<file path="src/rtl/rojo_updt_handshake_pkg.sv">
// Shared constants for the Rojobot update handshake.
// State encodings and default synchronizer/timeout settings.
package rojo_updt_handshake_pkg;

  typedef enum logic [1:0] {
    ROJO_HS_IDLE    = 2'd0,
    ROJO_HS_PENDING = 2'd1,
    ROJO_HS_ACKED   = 2'd2
  } hs_state_e;

  localparam int unsigned ROJO_SYNC_STAGES_DEF = 2;
  localparam int unsigned ROJO_TIMEOUT_CYC_DEF = 1_000_000;

endpackage

</file>
<file path="src/rtl/rojo_updt_handshake_sync_edge.sv">
// Strobe synchronizer plus registered rising-edge detector.
// Data rides an equal-length delay line so it stays aligned with the edge.
module rojo_sync_edge #(
  parameter int unsigned STAGES = 2,
  parameter int unsigned DW     = 32
) (
  input  logic          clk_i,
  input  logic          rst_ni,
  input  logic          strb_i,
  input  logic [DW-1:0] data_i,
  output logic          edge_o,
  output logic [DW-1:0] data_o
);

  logic          sync_out;
  logic [DW-1:0] data_dly;
  logic          sync_d_q;
  logic          edge_q;
  logic [DW-1:0] data_q;

  generate
    if (STAGES == 0) begin : g_bypass
      assign sync_out = strb_i;
      assign data_dly = data_i;
    end else begin : g_sync
      logic [STAGES-1:0] sync_q;
      logic [DW-1:0]     dly_q [STAGES];

      always_ff @(posedge clk_i or negedge rst_ni) begin
        if (!rst_ni) begin
          sync_q <= '0;
          for (int i = 0; i < int'(STAGES); i++)
            dly_q[i] <= '0;
        end else begin
          sync_q[0] <= strb_i;
          dly_q[0]  <= data_i;
          for (int i = 1; i < int'(STAGES); i++) begin
            sync_q[i] <= sync_q[i-1];
            dly_q[i]  <= dly_q[i-1];
          end
        end
      end

      assign sync_out = sync_q[STAGES-1];
      assign data_dly = dly_q[STAGES-1];
    end
  endgenerate

  always_ff @(posedge clk_i or negedge rst_ni) begin
    if (!rst_ni) begin
      sync_d_q <= 1'b0;
      edge_q   <= 1'b0;
      data_q   <= '0;
    end else begin
      sync_d_q <= sync_out;
      edge_q   <= sync_out & ~sync_d_q;
      data_q   <= data_dly;
    end
  end

  assign edge_o = edge_q;
  assign data_o = data_q;

endmodule

</file>
<file path="src/rtl/rojo_updt_handshake.sv">
// Rojobot update -> mfp_ahb four-phase handshake with one-deep shadow.
// Define ROJO_UPDT_TIMEOUT_EN to add a PENDING timeout and timeout_cnt.
import rojo_updt_handshake_pkg::*;

module rojo_updt_handshake #(
  parameter int unsigned SYNC_STAGES = ROJO_SYNC_STAGES_DEF,
  parameter int unsigned CNT_W       = 8
`ifdef ROJO_UPDT_TIMEOUT_EN
  , parameter int unsigned TIMEOUT_CYC = ROJO_TIMEOUT_CYC_DEF
`endif
) (
  input  logic             HCLK,
  input  logic             HRESETn,
  input  logic             bot_upd_sysregs,
  input  logic [31:0]      bot_info,
  input  logic             IO_INT_ACK,
  output logic             IO_BotUpdt_Sync,
  output logic [31:0]      IO_BotInfo,
  output logic [CNT_W-1:0] overrun_cnt,
  output logic             shadow_valid
`ifdef ROJO_UPDT_TIMEOUT_EN
  , output logic [7:0]     timeout_cnt
`endif
);

  logic        upd_edge;
  logic [31:0] upd_data;

  hs_state_e        state_q;
  logic             sync_q;
  logic [31:0]      info_q;
  logic [31:0]      shadow_q;
  logic             sv_q;
  logic [CNT_W-1:0] ovr_q;
  logic             to_hit;
  logic             to_shadow;

  rojo_sync_edge #(
    .STAGES (SYNC_STAGES),
    .DW     (32)
  ) u_sync_edge (
    .clk_i  (HCLK),
    .rst_ni (HRESETn),
    .strb_i (bot_upd_sysregs),
    .data_i (bot_info),
    .edge_o (upd_edge),
    .data_o (upd_data)
  );

`ifdef ROJO_UPDT_TIMEOUT_EN
  logic [31:0] to_q;
  logic [7:0]  tcnt_q;

  assign to_hit = (to_q == 32'(TIMEOUT_CYC - 1));

  always_ff @(posedge HCLK or negedge HRESETn) begin
    if (!HRESETn) begin
      to_q   <= '0;
      tcnt_q <= '0;
    end else begin
      if (state_q != ROJO_HS_PENDING)
        to_q <= '0;
      else
        to_q <= to_q + 32'd1;
      if (state_q == ROJO_HS_PENDING && !IO_INT_ACK
          && to_hit && tcnt_q != 8'hFF)
        tcnt_q <= tcnt_q + 8'd1;
    end
  end

  assign timeout_cnt = tcnt_q;
`else
  assign to_hit = 1'b0;
`endif

  // Edges land in the shadow unless ACKED is about to release with it empty.
  assign to_shadow = upd_edge & (state_q == ROJO_HS_PENDING
    | (state_q == ROJO_HS_ACKED & (IO_INT_ACK | sv_q)));

  always_ff @(posedge HCLK or negedge HRESETn) begin
    if (!HRESETn) begin
      state_q  <= ROJO_HS_IDLE;
      sync_q   <= 1'b0;
      info_q   <= '0;
      shadow_q <= '0;
      sv_q     <= 1'b0;
      ovr_q    <= '0;
    end else begin
      if (to_shadow) begin
        shadow_q <= upd_data;
        sv_q     <= 1'b1;
        if (sv_q && ovr_q != '1)
          ovr_q <= ovr_q + CNT_W'(1);
      end
      unique case (state_q)
        ROJO_HS_IDLE: begin
          if (upd_edge) begin
            info_q  <= upd_data;
            sync_q  <= 1'b1;
            state_q <= ROJO_HS_PENDING;
          end
        end
        ROJO_HS_PENDING: begin
          if (IO_INT_ACK || to_hit) begin
            sync_q  <= 1'b0;
            state_q <= ROJO_HS_ACKED;
          end
        end
        ROJO_HS_ACKED: begin
          if (!IO_INT_ACK) begin
            if (sv_q) begin
              info_q  <= shadow_q;
              sv_q    <= to_shadow;
              sync_q  <= 1'b1;
              state_q <= ROJO_HS_PENDING;
            end else if (upd_edge) begin
              info_q  <= upd_data;
              sync_q  <= 1'b1;
              state_q <= ROJO_HS_PENDING;
            end else begin
              state_q <= ROJO_HS_IDLE;
            end
          end
        end
        default: state_q <= ROJO_HS_IDLE;
      endcase
    end
  end

  assign IO_BotUpdt_Sync = sync_q;
  assign IO_BotInfo      = info_q;
  assign overrun_cnt     = ovr_q;
  assign shadow_valid    = sv_q;

endmodule

</file>
<file path="config.mk">
export PLATFORM = sky130hd
export DESIGN_NAME = rojo_updt_handshake
export DESIGN_NICKNAME = d
export VERILOG_FILES = /design/src/rtl/rojo_updt_handshake_pkg.sv /design/src/rtl/rojo_updt_handshake_sync_edge.sv /design/src/rtl/rojo_updt_handshake.sv
export SDC_FILE = /design/constraint.sdc
export NUM_CORES = 1
export LEC_CHECK = 0
export ABC_AREA = 1
export ABC_CLOCK_PERIOD_IN_PS = 1850
export CAP_MARGIN = 40
export CORE_MARGIN = 2
export CORE_UTILIZATION = 55
export CTS_CLUSTER_DIAMETER = 80
export DETAILED_ROUTE_END_ITERATION = 8
export PLACE_DENSITY = 0.9
export SETUP_SLACK_MARGIN = 0.02
export SKIP_LAST_GASP = 1
export SYNTH_ARGS = -nofsm -noshare
export SYNTH_HDL_FRONTEND = slang
export SYNTH_SLANG_ARGS = --single-unit
</file>
<file path="constraint.sdc">
create_clock -name HCLK -period 1.85 [get_ports HCLK]
set_clock_uncertainty 0.15 [all_clocks]
set_input_delay 0.2775 -clock HCLK [delete_from_list [all_inputs] [get_ports HCLK]]
set_output_delay 0.2775 -clock HCLK [all_outputs]
set_load 0.005 [all_outputs]
</file>
==> summary.md <==
| Metric | Value |
|---|---|
| Final Critical Period | `1.80 ns` |
| First-pass GRT wire length | `23.8 mm` |
| Critical-path cell list | `clkdlybuf4s50_1` |
| CTS tree | `yes` |
| Slew @ Worst Pin | `0.518 ns` |
| Total GRT Usage | `24.5%` |
| Setup violations, final | `0` |
| CTS root buf | `clkbuf_16` |
| IO Pins | `78` |
| Routed Antenna Nets | `0` |
| Number of vias per cell | `5.64` |
| Routed met1 length | `5.53 mm` |
| Overall power | `12.9 mW` |
| Synth Net Count | `639` |
| Layout Nets | `731` |
| GRT overflow | `0` |
| Number of CTS-inserted buffers | `17` |
| Post-route cell area | `8110 sq um` |
| Worst-Skew Late Latency | `0.43 ns` |
| Clk sinks | `176` |
| VDD IR max | `0.718 mV` |
| Wire length on met3 | `954 um` |
| Leading cell type in the layout, fill and taps excluded | `nand2_1` |
| IO Port Bufs | `77` |
| Antenna violations before repair | `0` |
| Slowest cell on crit path | `clkdlybuf4s50_1` |
| Area Overhead vs Synth | `27.8%` |
| Clock transition at path regs | `0.07 ns` |
| Routability congestion estimate | `0.825` |
| RSZ-0062 raised after global routing | `no` |
| Fill cells | `694` |
| Vias | `4762` |
| Buf/Inv on CP | `1` |
| H-tree depth | `4` |
| Ratio of final minimum period to clock period | `97.2%` |
| Detailed Routing Iterations Pass 1 | `5` |
| Critical path endpoint category | `output pin` |
| Register area | `4410 sq um` |
| Syn Area/Cell | `10.6 sq um` |
| Area of the multi-input gates | `1780 sq um` |
| Netlist cell types | `18` |
| Synthesized area | `6340 sq um` |
| Routed length per placed instance | `17.1 um` |
| Ant diodes | `0` |
| DP HPWL | `8.42 mm` |
| Row count | `39` |
| DRC violations left | `0` |
| Delay-heaviest family, CP | `buffers and inverters` |
| Pleak | `3.99 nW` |
| Worst slew margin | `65.5%` |
| CP Launch Type | `flip-flop` |
| Hold Path Class | `primary input to flip-flop` |
| FF+latch count, synth | `176` |
| Core Area | `11300 sq um` |
| Met2 routed WL | `7.38 mm` |
| Initial Util | `56.0%` |
| Crit Path Max Fanout | `3` |
| Commonest cells after routing, fill and taps aside | `234 x nand2_1, 172 x dfrtp_1, 75 x clkdlybuf4s50_1` |
| Max Transition Viols Final | `0` |
| Seq/Total Area, Yosys | `69.5%` |
| Final Hold Violating Endpoints | `0` |
| Layout cell share with drive strength beyond 1 | `10.1%` |
| Cell count after synthesis | `597` |
| Drt initial violations | `403` |
| Area of the die | `12400 sq um` |
| Pwr Density | `1590 nW/um^2` |
| Post-Route Utilization | `71.6%` |
| Placed inst area | `7380 sq um` |
| CP max stage delay | `0.53 ns` |
| CP Class | `flip-flop to output pin` |
| Die H | `111 um` |
| Clock tree buffer depth | `2` |
| Max Cap Viol | `0` |
| Die width | `111 um` |
| Required time worst endpoint | `1.42 ns` |
| Yosys warning count | `0` |
| CP Data Arrival Time | `1.37 ns` |
| Max frequency | `556 MHz` |
| Total negative slack | `0 ns` |
| Highest Signal Layer | `met4` |
| Final wirelength | `14.4 mm` |
| Largest net degree at the start of global routing | `57` |
| Status | `finished, final reports clean` |
| Number of global-route vias before repair | `5008` |
-- registers in the layout, summed over array words and instances (netlist names) --
| name | flops |
|---|---|
| IO_BotInfo | 32 |
| IO_BotUpdt_Sync | 1 |
| overrun_cnt | 8 |
| shadow_q | 32 |
| shadow_valid | 1 |
| state_q | 2 |
| u_sync_edge.data_dly | 32 |
| u_sync_edge.data_o | 32 |
| u_sync_edge.edge_o | 1 |
| u_sync_edge.g_sync.dly_q | 32 |
| u_sync_edge.g_sync.sync_q | 2 |
| u_sync_edge.sync_d_q | 1 |
-- cells by family (layout without fill, tap and decap cells) --
family / count (synthesis) / after routing / synth area share [%]
simple gates: 318 / 318 / 20.4
flops: 176 / 176 / 69.5
compound gates: 47 / 47 / 5.33
buf+inv: 47 / 151 / 3.18
fa+ha+maj: 6 / 6 / 1.18
xor+xnor: 3 / 3 / 0.414
-- cells in the mapped netlist --
cell type,number,area [sq um]
nand2_1,237,890
dfrtp_1,176,4400
nand3_1,68,340
o211ai_1,33,248
buf_2,20,100
inv_1,16,60.1
nor2_1,10,37.5
o21bai_1,8,60.1
buf_1,7,26.3
ha_1,6,75.1
clkbuf_1,4,15.0
o21ai_0,3,15.0
xor2_1,3,26.3
a21oi_1,2,10.0
nand2_2,1,6.26
nand3b_2,1,11.3
nor2_4,1,11.3
o21ai_1,1,5.00
-- power breakdown --
| group | total, mW | switching [mW] | internal (mW) | leakage (nW) |
|---|---|---|---|---|
| registers | 5.28 | 0.625 | 4.66 | 2.09 |
| clock network | 3.91 | 1.42 | 2.49 | 0.319 |
| logic | 3.72 | 2.12 | 1.60 | 1.58 |
| total | 12.9 | 4.16 | 8.75 | 3.99 |
-- per-layer routing --
layer | global-route usage (%) | up-vias
li1 | - | 2110
met1 | 30.1 | 2370
met2 | 40.6 | 230
met3 | 5.77 | 52
met4 | 13.5 | 0
met5 | 0 | -
-- timing repair --
| item | in CTS | in global routing |
|---|---|---|
| buffers inserted | 0 | 3 |
| resized for setup | 4 | 9 |
| hold endpoints to repair | 51 | 0 |
| hold buffers | 1 | 0 |
| setup endpoints to repair | 44 | 71 |
| pin swaps | 0 | 1 |
-- per-stage QoR --
stage / hold WS [ns] / setup slack, ns / std cells
after floorplan: -0.168 / 0.163 / 597
after global placement: 0.116 / 0.0787 / 809
after detailed placement: 0.126 / -0.0226 / 809
after CTS: 0.126 / 0.0181 / 841
after global routing: 0.135 / 0.0206 / 844
final: 0.134 / 0.0523 / 844
-- final cells by class --
type,count,share of cell area [%]
Clock buffer,21,5.80
Clock inverter,10,2.24
Inverter,16,0.741
Multi-Input combinational cell,374,21.9
Sequential cell,176,54.4
Tap cell,143,2.21
Timing Repair Buffer,104,12.7
-- worst paths after layout --
kind | startpoint | end | slack, ns | cells after the start
worst max register to register | state_q[1] | IO_BotInfo[28] | 0.07 | 8
worst min-delay path | bot_info[13] | u_sync_edge.g_sync.dly_q[45] | 0.13 | 1
worst min register to register | u_sync_edge.data_dly[20] | u_sync_edge.data_o[20] | 0.19 | 0
min in group asynchronous | HRESETn | u_sync_edge.data_o[31] | 0.24 | 2
max in group asynchronous | HRESETn | u_sync_edge.g_sync.dly_q[57] | 0.69 | 3
worst max-delay path | IO_BotInfo[31] | IO_BotInfo[31] | 0.05 | 1
No activity file was read; power rests on OpenSTA's default activity.
==> variant (same settings) <==
Register the output `IO_BotUpdt_Sync` once more, without a reset; this adds one clock of latency there. The other outputs are not delayed to match.
--- a/src/rtl/rojo_updt_handshake.sv
+++ b/src/rtl/rojo_updt_handshake.sv
@@ -128,5 +128,7 @@
   end
 
-  assign IO_BotUpdt_Sync = sync_q;
+  always_ff @(posedge HCLK) begin
+    IO_BotUpdt_Sync <= sync_q;
+  end
   assign IO_BotInfo      = info_q;
   assign overrun_cnt     = ovr_q;
Check against the original RTL: not equivalent (Yosys sat finds a counterexample within 10 cycles, from zero or initial values and one cycle with HRESETn low).
==> variant against the unedited design <==
The run now ends with setup timing left; area after synthesis rose by 0.32%; total power rose by 1.7%; design area rose by 0.26%; setup slack got worse by 0.15 ns; highest routed layer unchanged; sequential cell count rose by 1; sequential power rose by 0.9%; clock power fell by 3%; worst hold slack improved by 0.0047 ns; wire length rose by 13%; critical path depth rose by 7.
==> variant: results (changes against the unedited design) <==
stage,metric,value,unit,change
cells_and_area,design.seq.count,177,,+0.57%
cells_and_area,multi_input_area,1778,sq um,+0.14%
outcome,violations,setup timing,,
timing,setup_viol,28,,+28
synth,avgSynthCellArea,10.64,sq um,+0.15%
hold_path,min_to,u_sync_edge.g_sync.dly_q[62],,
global_route,grt_usage,25.97,%,+1.4 points
hold_path,min_from,bot_info[30],,
cells_and_area,fillers,711,,+2.4%
synth,async_flop_share,99.44,%,-0.56 points
power_and_ir_drop,power,0.01314,W,+1.7%
synth,ys_types,19,,+1
detailed_routing,viasPerCell,5.832,,+3.4%
power_and_ir_drop,leakage,4.017,nW,+0.70%
setup_path,crit_path_top_delay_cell,dfrtp_2,,
synth,synth-compound-area-share,5.311,%,-0.017 points
setup_path,r2r_end,IO_BotInfo[22],,
synth,synthAdderAreaFrac,1.180,%,-0.0037 points
cells_and_area,layout.nets,732,,+0.14%
cells_and_area,multi_input_area_share,21.88,%,-0.026 points
power_and_ir_drop,seq_power,0.00533,W,+0.9%
timing,hold_slack,0.1383,ns,+0.004682 ns
place,dp.cells,807,,-0.25%
cells_and_area,clockNetworkAreaShare,7.683,%,-0.36 points
synth,synth_xor_area_share,0.4131,%,-0.0013 points
detailed_routing,drt_iter0_drc,624,,+55%
global_route,grt_pass1_wl,24.93,mm,+4.7%
global_route,grt_pass1_vias,5036,,+0.56%
place,gp_congestion,0.7943,,-3.7%
timing,fin_setup_tns,-1.278,ns,-1.278 ns
setup_path,cp-startpoint,state_q[0],,
timing,layout_setup_ws,-0.09990,ns,-0.1522 ns
detailed_routing,wl_per_cell,19.35,um,+13%
synth,syn-num-nets,640,,+0.16%
outcome,status,finished with violations,,
global_route,grt_max_degree,66,,+16%
power_and_ir_drop,powerComb,0.00400,W,+7.5%
cells_and_area,drive_gt1_share,9.544,%,-0.58 points
power_and_ir_drop,switching_share,33.61,%,+1.4 points
==> variant: cell types whose count changed after synthesis <==
| cell | change |
|---|---|
| dfxtp_1 | +1 |
==> variant: repair_timing <==
action	in CTS	in global routing
endpoints found under the setup margin	58	78
resized for setup	5	13
pin swaps	0	1
hold buffers	1	0
endpoints found under the hold margin	47	0
cloned	0	1
setup buffers	2	3
==> variant: routing by layer <==
metal	share of wire [%]	GRT usage [%]	vias up
met5	0	0	-
met4	5.2	13.99	0
met2	50	43.70	344
met1	36	30.93	2378
li1	-	-	2107
met3	8.3	6.696	99
==> variant: worst max-delay path: cells and delay by family, from the launching register on <==
| kind | cells | cell delay (ns) |
|---|---|---|
| compound gates | 1 | 0.21 |
| flops | 1 | 0.46 |
| buf+inv | 4 | 0.57 |
| simple gates | 2 | 0.18 |
| fa+ha+maj | 1 | 0.23 |
